### src/rtl/piso16_tx.sv
// piso16_tx -- parallel-in/serial-out transmitter.
//
// Captures a WIDTH-bit word on a load/in_ready handshake. It then shifts the
// word out one bit per accepted beat on a sout/sout_valid/out_ready serial
// interface. done pulses for one cycle after the final beat of each frame.
//
// Optional feature (macro PISO_PARITY_EN): when defined, an even-parity beat
// (XOR of the captured word) follows the data bits. A frame is then WIDTH+1
// beats long.
//
// Parameters:
//   WIDTH      data word width in bits (2..32)
//   MSB_FIRST  1 = bit WIDTH-1 leaves first, 0 = bit 0 leaves first
//
// Ports:
//   clk         rising-edge clock
//   rst         asynchronous reset, active-high
//   load        request to capture vecin (honoured only while in_ready=1)
//   vecin       parallel word to transmit
//   in_ready    high while idle; a load will be accepted
//   sout        current serial bit
//   sout_valid  sout holds a valid bit
//   out_ready   sink accepts sout this cycle
//   done        one-cycle pulse after the last beat of a frame is accepted
//   busy        high while a frame is in progress
module piso16_tx #(
  parameter int WIDTH     = 16,
  parameter bit MSB_FIRST = 1'b1
) (
  input  logic             clk,
  input  logic             rst,
  input  logic             load,
  input  logic [WIDTH-1:0] vecin,
  output logic             in_ready,
  output logic             sout,
  output logic             sout_valid,
  input  logic             out_ready,
  output logic             done,
  output logic             busy
);

  // One extra bit so the counter reaches WIDTH without wrapping.
  localparam int CW = $clog2(WIDTH) + 1;
  localparam logic [CW-1:0] LAST = CW'(WIDTH - 1);

`ifdef PISO_PARITY_EN
  typedef enum logic [1:0] {IDLE = 2'd0, SHIFT = 2'd1, PARITY = 2'd2} state_t;
`else
  typedef enum logic [1:0] {IDLE = 2'd0, SHIFT = 2'd1} state_t;
`endif

  state_t           state_reg;
  logic [WIDTH-1:0] shreg_reg;
  logic [WIDTH-1:0] shreg_shifted;
  logic [CW-1:0]    cnt_reg;
  logic             data_bit;
`ifdef PISO_PARITY_EN
  logic             parity_reg;
`endif

  // Shift toward the output end with zero fill. After a full frame, the
  // register is all zeros again.
  genvar gi;
  generate
    for (gi = 0; gi < WIDTH; gi++) begin : g_shift
      if (MSB_FIRST) begin : g_msb
        if (gi == 0) begin : g_fill
          assign shreg_shifted[gi] = 1'b0;
        end else begin : g_move
          assign shreg_shifted[gi] = shreg_reg[gi-1];
        end
      end else begin : g_lsb
        if (gi == WIDTH - 1) begin : g_fill
          assign shreg_shifted[gi] = 1'b0;
        end else begin : g_move
          assign shreg_shifted[gi] = shreg_reg[gi+1];
        end
      end
    end
  endgenerate

  assign data_bit = MSB_FIRST ? shreg_reg[WIDTH-1] : shreg_reg[0];

  // sout is a pure select of registered state. It is forced low when idle.
`ifdef PISO_PARITY_EN
  assign sout = (state_reg == SHIFT)  ? data_bit   :
                (state_reg == PARITY) ? parity_reg : 1'b0;
`else
  assign sout = (state_reg == SHIFT) ? data_bit : 1'b0;
`endif

  always_ff @(posedge clk or posedge rst) begin
    if (rst) begin
      state_reg  <= IDLE;
      shreg_reg  <= '0;
      cnt_reg    <= '0;
      sout_valid <= 1'b0;
      done       <= 1'b0;
      busy       <= 1'b0;
      in_ready   <= 1'b1;
`ifdef PISO_PARITY_EN
      parity_reg <= 1'b0;
`endif
    end else begin
      done <= 1'b0;
      case (state_reg)
        IDLE: begin
          if (load) begin
            shreg_reg  <= vecin;
            cnt_reg    <= '0;
            state_reg  <= SHIFT;
            sout_valid <= 1'b1;
            busy       <= 1'b1;
            in_ready   <= 1'b0;
`ifdef PISO_PARITY_EN
            // Parity is taken from the word as captured, not from later vecin.
            parity_reg <= ^vecin;
`endif
          end
        end
        SHIFT: begin
          // sout_valid is always high here, so out_ready alone accepts a beat.
          if (out_ready) begin
            shreg_reg <= shreg_shifted;
            cnt_reg   <= cnt_reg + CW'(1);
            if (cnt_reg == LAST) begin
`ifdef PISO_PARITY_EN
              state_reg  <= PARITY;
`else
              state_reg  <= IDLE;
              sout_valid <= 1'b0;
              busy       <= 1'b0;
              in_ready   <= 1'b1;
              done       <= 1'b1;
`endif
            end
          end
        end
`ifdef PISO_PARITY_EN
        PARITY: begin
          if (out_ready) begin
            state_reg  <= IDLE;
            sout_valid <= 1'b0;
            busy       <= 1'b0;
            in_ready   <= 1'b1;
            done       <= 1'b1;
          end
        end
`endif
        default: state_reg <= IDLE;
      endcase
    end
  end

endmodule

### config.mk
export PLATFORM = sky130hd
export DESIGN_NAME = piso16_tx
export DESIGN_NICKNAME = d
export VERILOG_FILES = /design/src/rtl/piso16_tx.sv
export SDC_FILE = /design/constraint.sdc
export NUM_CORES = 1
export LEC_CHECK = 0
export BUFFER_PORTS_ARGS = -buffer_cell sky130_fd_sc_hd__buf_4
export CAP_MARGIN = 20
export CORE_UTILIZATION = 50
export CTS_CLUSTER_SIZE = 28
export DETAILED_ROUTE_END_ITERATION = 16
export HOLD_SLACK_MARGIN = 0.03
export PLACE_DENSITY = 0.77
export SYNTH_ARGS = -nofsm -noshare
export SYNTH_HDL_FRONTEND = slang
export SYNTH_SLANG_ARGS = --single-unit
### constraint.sdc
create_clock -name clk -period 4 [get_ports clk]
set_input_delay 0.2 -clock clk [delete_from_list [all_inputs] [get_ports clk]]
set_output_delay 0.2 -clock clk [all_outputs]
set_load 0.02 [all_outputs]
==> flow_summary.ini, run 1 <==
[run_status]
outcome = finished clean

[timing]
skew_ns = 0.01319
fin_tns_setup_ns = 0
fin_crit_sh_pct = 41.16
finalWorstSetupSlack_ns = 2.354
final-hold-violation-count = 0
tightest_slew_ns = 0.8869
clock.fmax_mhz = 607.4
slew_headroom_pct = 40.81
finalSetupViolations = 0
grt_setup_unrepaired = false
fin_crit_ns = 1.646
slew_viol_final = 0

[floorplanning]
die_h_um = 51.02
start_util_pct = 53.78
num_rows = 17
fp.dieW_um = 51.02
io_pins = 25
die-area_um2 = 2603
core_area_um2 = 2233

[drt]
drt_iter0_drc = 5
vias_per_cell = 5.194
num_vias = 831
drc = 0
dr.pass1.iters = 4
wl_per_cell_um = 12.20
detail_route.wirelength_um = 1952
final_antenna_net_count = 0

[setup_path]
startpoint_type = flip-flop
path_class = reg2out
cp_num_buf_inv = 2
crit_family = buffers and inverters
slowest_stage = dfrtp_1
endpoint_kind = output port
crit_chain = buf_4, and2_1, buf_4
critical_path_required_ns = 3.80
cp.arrival_ns = 1.45
slowest_delay_ns = 0.42
crit_top_cell = buf_4
crit_fanout = 32

[grt]
grt_pass1_wl_um = 3491
antenna_found_initial = 0
grt_use_total_pct = 18.31
grt.overflow.total = 0
grt_max_degree = 33
grt_pass1_vias = 848

[cells_and_area]
largest_register_ffs = 16
final_area_um2 = 1394
area_growth_pct = 16.04
final_cell_mix = buf_4 (25), dfrtp_1 (23), nand2_1 (21)
layout_commonest_cell = buf_4
fin_nets = 155
layout.cells.non_filler = 160
n_antenna_cell = 0
drive_gt1_share_pct = 24.24

[clocking]
cts.repair.resized = 0
postCtsSetupRepairBufs = 0
cts_root_buffer = clkbuf_4
cts_tree = done
h-tree-depth = 1
clock_path_buffers = 2
path_clk_slew_ns = 0.14
cts_made_buffers = 3
cts_num_sinks = 24
clk_latency_ns = 0.32
hold_buffers = 0

[power]
p_leak_nw = 0.7493
power.density_nw_per_um2 = 606.3
peakVddDrop_mv = 0.4169

[place]
portBuffers = 24
place.gp.congestion = 0.7185
dp.cells = 156
place_area_um2 = 1341
dp_hpwl_um = 1391
post-place-ws_ns = 2.556

[hold_path]
hp-class = in2async

[yosys]
synth_seq_area_share_pct = 50.10
syn-num-nets = 135
ys_seq_elements = 24
synth_area_per_cell_um2 = 10.63
synth_area_um2 = 1201
ys_types = 24
synth_warnings = 0
netlist_instances = 113

[job]
cap_viol_max_count = 0
power by group:
group          internal, mW  switching (mW)  leakage, nW
Combinational         0.140           0.132        0.410
Clock                 0.101          0.0753       0.0279
Sequential            0.337          0.0598        0.312
cell type report:
| type | instances | area, um2 |
|---|---|---|
| Fill cell | 200 | 839.6 |
| Sequential cell | 24 | 601.8 |
| Multi-Input combinational cell | 77 | 509.2 |
| Timing Repair Buffer | 25 | 187.7 |
| Tap cell | 28 | 35.03 |
| Clock inverter | 1 | 30.03 |
| Clock buffer | 3 | 22.52 |
| Inverter | 2 | 7.507 |
logic make-up after synthesis:
logic type / count (synthesis) / share of synthesized area, %
AOI/OAI and AO/OA: 22 / 9.896
muxes: 18 / 16.15
buffers and inverters: 12 / 7.499
adders and majority gates: 2 / 2.083
DFF: 24 / 50.10
and+or+nand+nor: 32 / 12.08
xor gates and xnor gates: 3 / 2.188
through the flow:
stage	power [mW]	util [%]	hold slack, ns
floorplan	0.5933	-	0.2139
global placement	0.6585	60.06	0.4350
detailed placement	0.6788	60.06	0.4458
CTS	0.8549	62.41	0.07987
global route	0.9047	62.41	0.1159
finish	0.8450	62.41	0.05210
layer usage:
metal	track usage, %	up-vias	part of all wire [%]
met2	32.24	16	49
met3	4.762	2	4.3
met5	0	-	0
met4	9.259	0	0.51
li1	-	417	-
met1	20.12	396	46
synth_stat cells, drive strengths merged:
cell type  instances  area [um2]
o22ai              1       6.260
ha                 2       25.02
inv                2       7.510
nor3b              2       15.01
and2               1       6.260
mux2i             17       182.7
o21ai             18       90.08
a21o               3       22.52
dfstp              1       26.28
xor2               1       8.760
xnor2              2       17.52
buf                9       77.57
and3               2       12.51
clkbuf             1       5.000
mux2               1       11.26
nand2b             3       18.77
nand4              1       6.260
nand2             21       78.83
dfrtp             23       575.6
nor2               2       7.510
worst paths after layout:
check,from,endpoint,slack [ns],cells past startpoint
worst max-delay path,busy,sout,2.35,3
worst min-delay path,rst,cnt_reg[0],0.05,2
worst max register to register,cnt_reg[0],in_ready,2.58,5
worst min register to register,shreg_reg[12],shreg_reg[12],0.50,2
max in group asynchronous,rst,shreg_reg[8],3.40,2
min in group clk,vecin[2],shreg_reg[2],0.14,3
No activity file was read; power rests on OpenSTA's default activity.
==> run 2: changes to the inputs <==
--- a/config.mk
+++ b/config.mk
@@ -5,13 +5,14 @@
 export SDC_FILE = /design/constraint.sdc
 export NUM_CORES = 1
 export LEC_CHECK = 0
+export ABC_AREA = 1
 export BUFFER_PORTS_ARGS = -buffer_cell sky130_fd_sc_hd__buf_4
 export CAP_MARGIN = 20
-export CORE_UTILIZATION = 50
+export CORE_UTILIZATION = 47
 export CTS_CLUSTER_SIZE = 28
 export DETAILED_ROUTE_END_ITERATION = 16
 export HOLD_SLACK_MARGIN = 0.03
-export PLACE_DENSITY = 0.77
+export PLACE_DENSITY = 0.76
 export SYNTH_ARGS = -nofsm -noshare
 export SYNTH_HDL_FRONTEND = slang
 export SYNTH_SLANG_ARGS = --single-unit
==> constraint.sdc (replaced) <==
create_clock -name clk -period 1.4 [get_ports clk]
set_input_delay 0.07 -clock clk [delete_from_list [all_inputs] [get_ports clk]]
set_output_delay 0.07 -clock clk [all_outputs]
set_load 0.02 [all_outputs]
==> flow_summary.ini, run 2 <==
[run_status]
outcome = finished clean

[power]
peakVddDrop_mv = 0.9005
p_switching_mw = 0.7870
combPwrFrac_pct = 34.3
sequentialPowerShare_pct = 49.7
swShare_pct = 34.88
p_leak_nw = 0.7623
power.density_nw_per_um2 = 1556
p_int_mw = 1.469
total_power_mw = 2.256
power_frac_clock_pct = 16.0

[drt]
final_antenna_net_count = 0
drt_iter0_drc = 19
detail_route.wirelength_um = 2212
drc = 0
vias_per_cell = 5.005
num_vias = 956
wl_per_cell_um = 11.58
dr.pass1.iters = 4

[grt]
antenna_found_initial = 0
grt_use_total_pct = 19.30
grt_pass1_wl_um = 3843
grt_max_degree = 25
grt_pass1_vias = 949
grt.overflow.total = 0

[yosys]
ys_top_cells_by_count = nand2_1 (43), dfrtp_1 (23), o211ai_1 (14)
synth_warnings = 0
synth.area.top_cells = dfrtp_1 (48%), nand2_1 (14%), o211ai_1 (8.8%)
synth_seq_area_share_pct = 50.53
synth_area_per_cell_um2 = 8.956
syn-num-nets = 155
netlist_instances = 133
yosysMostFrequentCell = nand2_1
async_flop_share_pct = 100.0
ys_seq_elements = 24
ys.flop_type = dfrtp_1
synth_area_um2 = 1191
ys_types = 22
synth_largest_area_cell = dfrtp_1
yosysTopAreaCellShare_pct = 48.32
synth-edff-count = 0

[place]
portBuffers = 24
dp_hpwl_um = 1565
dp.cells = 182
post-place-ws_ns = 0.1777
place_area_um2 = 1364
place.gp.congestion = 0.7323

[setup_path]
r2r_cells = 5
crit_family = flip-flops
critical_path_required_ns = 1.33
cp.arrival_ns = 1.19
crit_fanout = 9
cp_num_buf_inv = 3
endpoint_kind = output port
rr_endpoint = cnt_reg[4]
crit_chain = buf_4, nand2_1, inv_1, buf_4
path_class = reg2out
rr_startpoint = cnt_reg[0]
r2r_slack_ns = 0.17
crit_top_cell = buf_4
slowest_delay_ns = 0.45
slowest_stage = dfrtp_1
startpoint_type = flip-flop

[timing]
clock.fmax_mhz = 794.6
fin_tns_setup_ns = 0
hold_slack_ns = 0.05566
slew_viol_final = 0
finalWorstSetupSlack_ns = 0.1415
tightest_slew_ns = 0.2977
slew_headroom_pct = 80.15
finalSetupViolations = 0
final-hold-violation-count = 0
fin_crit_ns = 1.258
fin_crit_sh_pct = 89.89
skew_ns = 0.006504
grt_setup_unrepaired = false

[clocking]
clk_latency_ns = 0.31
cts_tree = done
h-tree-depth = 1
cts_root_buffer = clkbuf_4
cts.repair.resized = 0
path_clk_slew_ns = 0.13
clock_path_buffers = 2
cts_made_buffers = 3
cts_num_sinks = 24

[floorplanning]
die-area_um2 = 2739
die_h_um = 52.34
io_pins = 25
num_rows = 17
fp.dieW_um = 52.34
core_area_um2 = 2297
start_util_pct = 51.85

[cells_and_area]
final_area_um2 = 1450
multi_input_area_um2 = 473.0
fillCellCount = 198
fin_nets = 186
final-seq-area_um2 = 601.8
n_antenna_cell = 0
final_core_util_pct = 63.13
layout_commonest_cell = nand2_1
final_cell_mix = nand2_1 (43), buf_4 (28), dfrtp_1 (23)
area_growth_pct = 21.74
largest_register_ffs = 16
drive_gt1_share_pct = 28.83
layout.cells.non_filler = 191

[hold_path]
min_from = vecin[14]
whs_path_depth = 5
min_to = shreg_reg[14]
hp-class = in2reg

[job]
cap_viol_max_count = 0
[run 2: power groups by stage]
stage / Clock, mW / Combinational (mW) / Sequential [mW]
2_1_floorplan: 0 / 0.582 / 1.13
3_3_place_gp: 0 / 0.742 / 1.12
3_5_place_dp: 0 / 0.775 / 1.14
4_1_cts: 0.374 / 0.792 / 1.12
5_1_grt: 0.389 / 0.901 / 1.15
6_report: 0.361 / 0.775 / 1.12
[run 2: how the worst max path moves through the flow]
stage | start | to | slack (ns) | cells past startpoint
finish | busy | sout | 0.14 | 4
global route | cnt_reg[0] | busy | 0.03 | 7
CTS | busy | sout | 0.14 | 4
detailed placement | cnt_reg[1] | busy | 0.18 | 7
global placement | busy | shreg_reg[2] | 0.23 | 6
floorplan | busy | shreg_reg[2] | 0.15 | 5
[run 2: cell type report]
| class | instances | area share [%] |
|---|---|---|
| Timing Repair Buffer | 33 | 17.95 |
| Inverter | 11 | 3.020 |
| Clock buffer | 4 | 2.502 |
| Multi-Input combinational cell | 91 | 32.61 |
| Sequential cell | 24 | 41.50 |
| Tap cell | 28 | 2.416 |
[run 2: what timing repair did]
action                                 4_1_cts  5_1_grt
setup buffers                                0        0
endpoints found under the hold margin       27        0
hold buffers                                 5        0
[run 2: cell families after synthesis]
group	Yosys count	synth area share, %
simple gates	67	25.32
flops	24	50.53
compound gates	22	12.29
buf+inv	18	9.768
fa+ha+maj	2	2.101
[run 2: layer usage]
layer	routed length, um	GRT usage [%]
met1	1021	23.23
met2	1091	33.97
met3	82	2.609
met4	16	8.333
met5	0	0
[run 2: worst register-to-register path: cells and delay by family (launching register included)]
kind            cells  cell delay (ns)
simple gates        2             0.12
compound gates      1             0.16
flops               1             0.42
fa+ha+maj           2             0.47
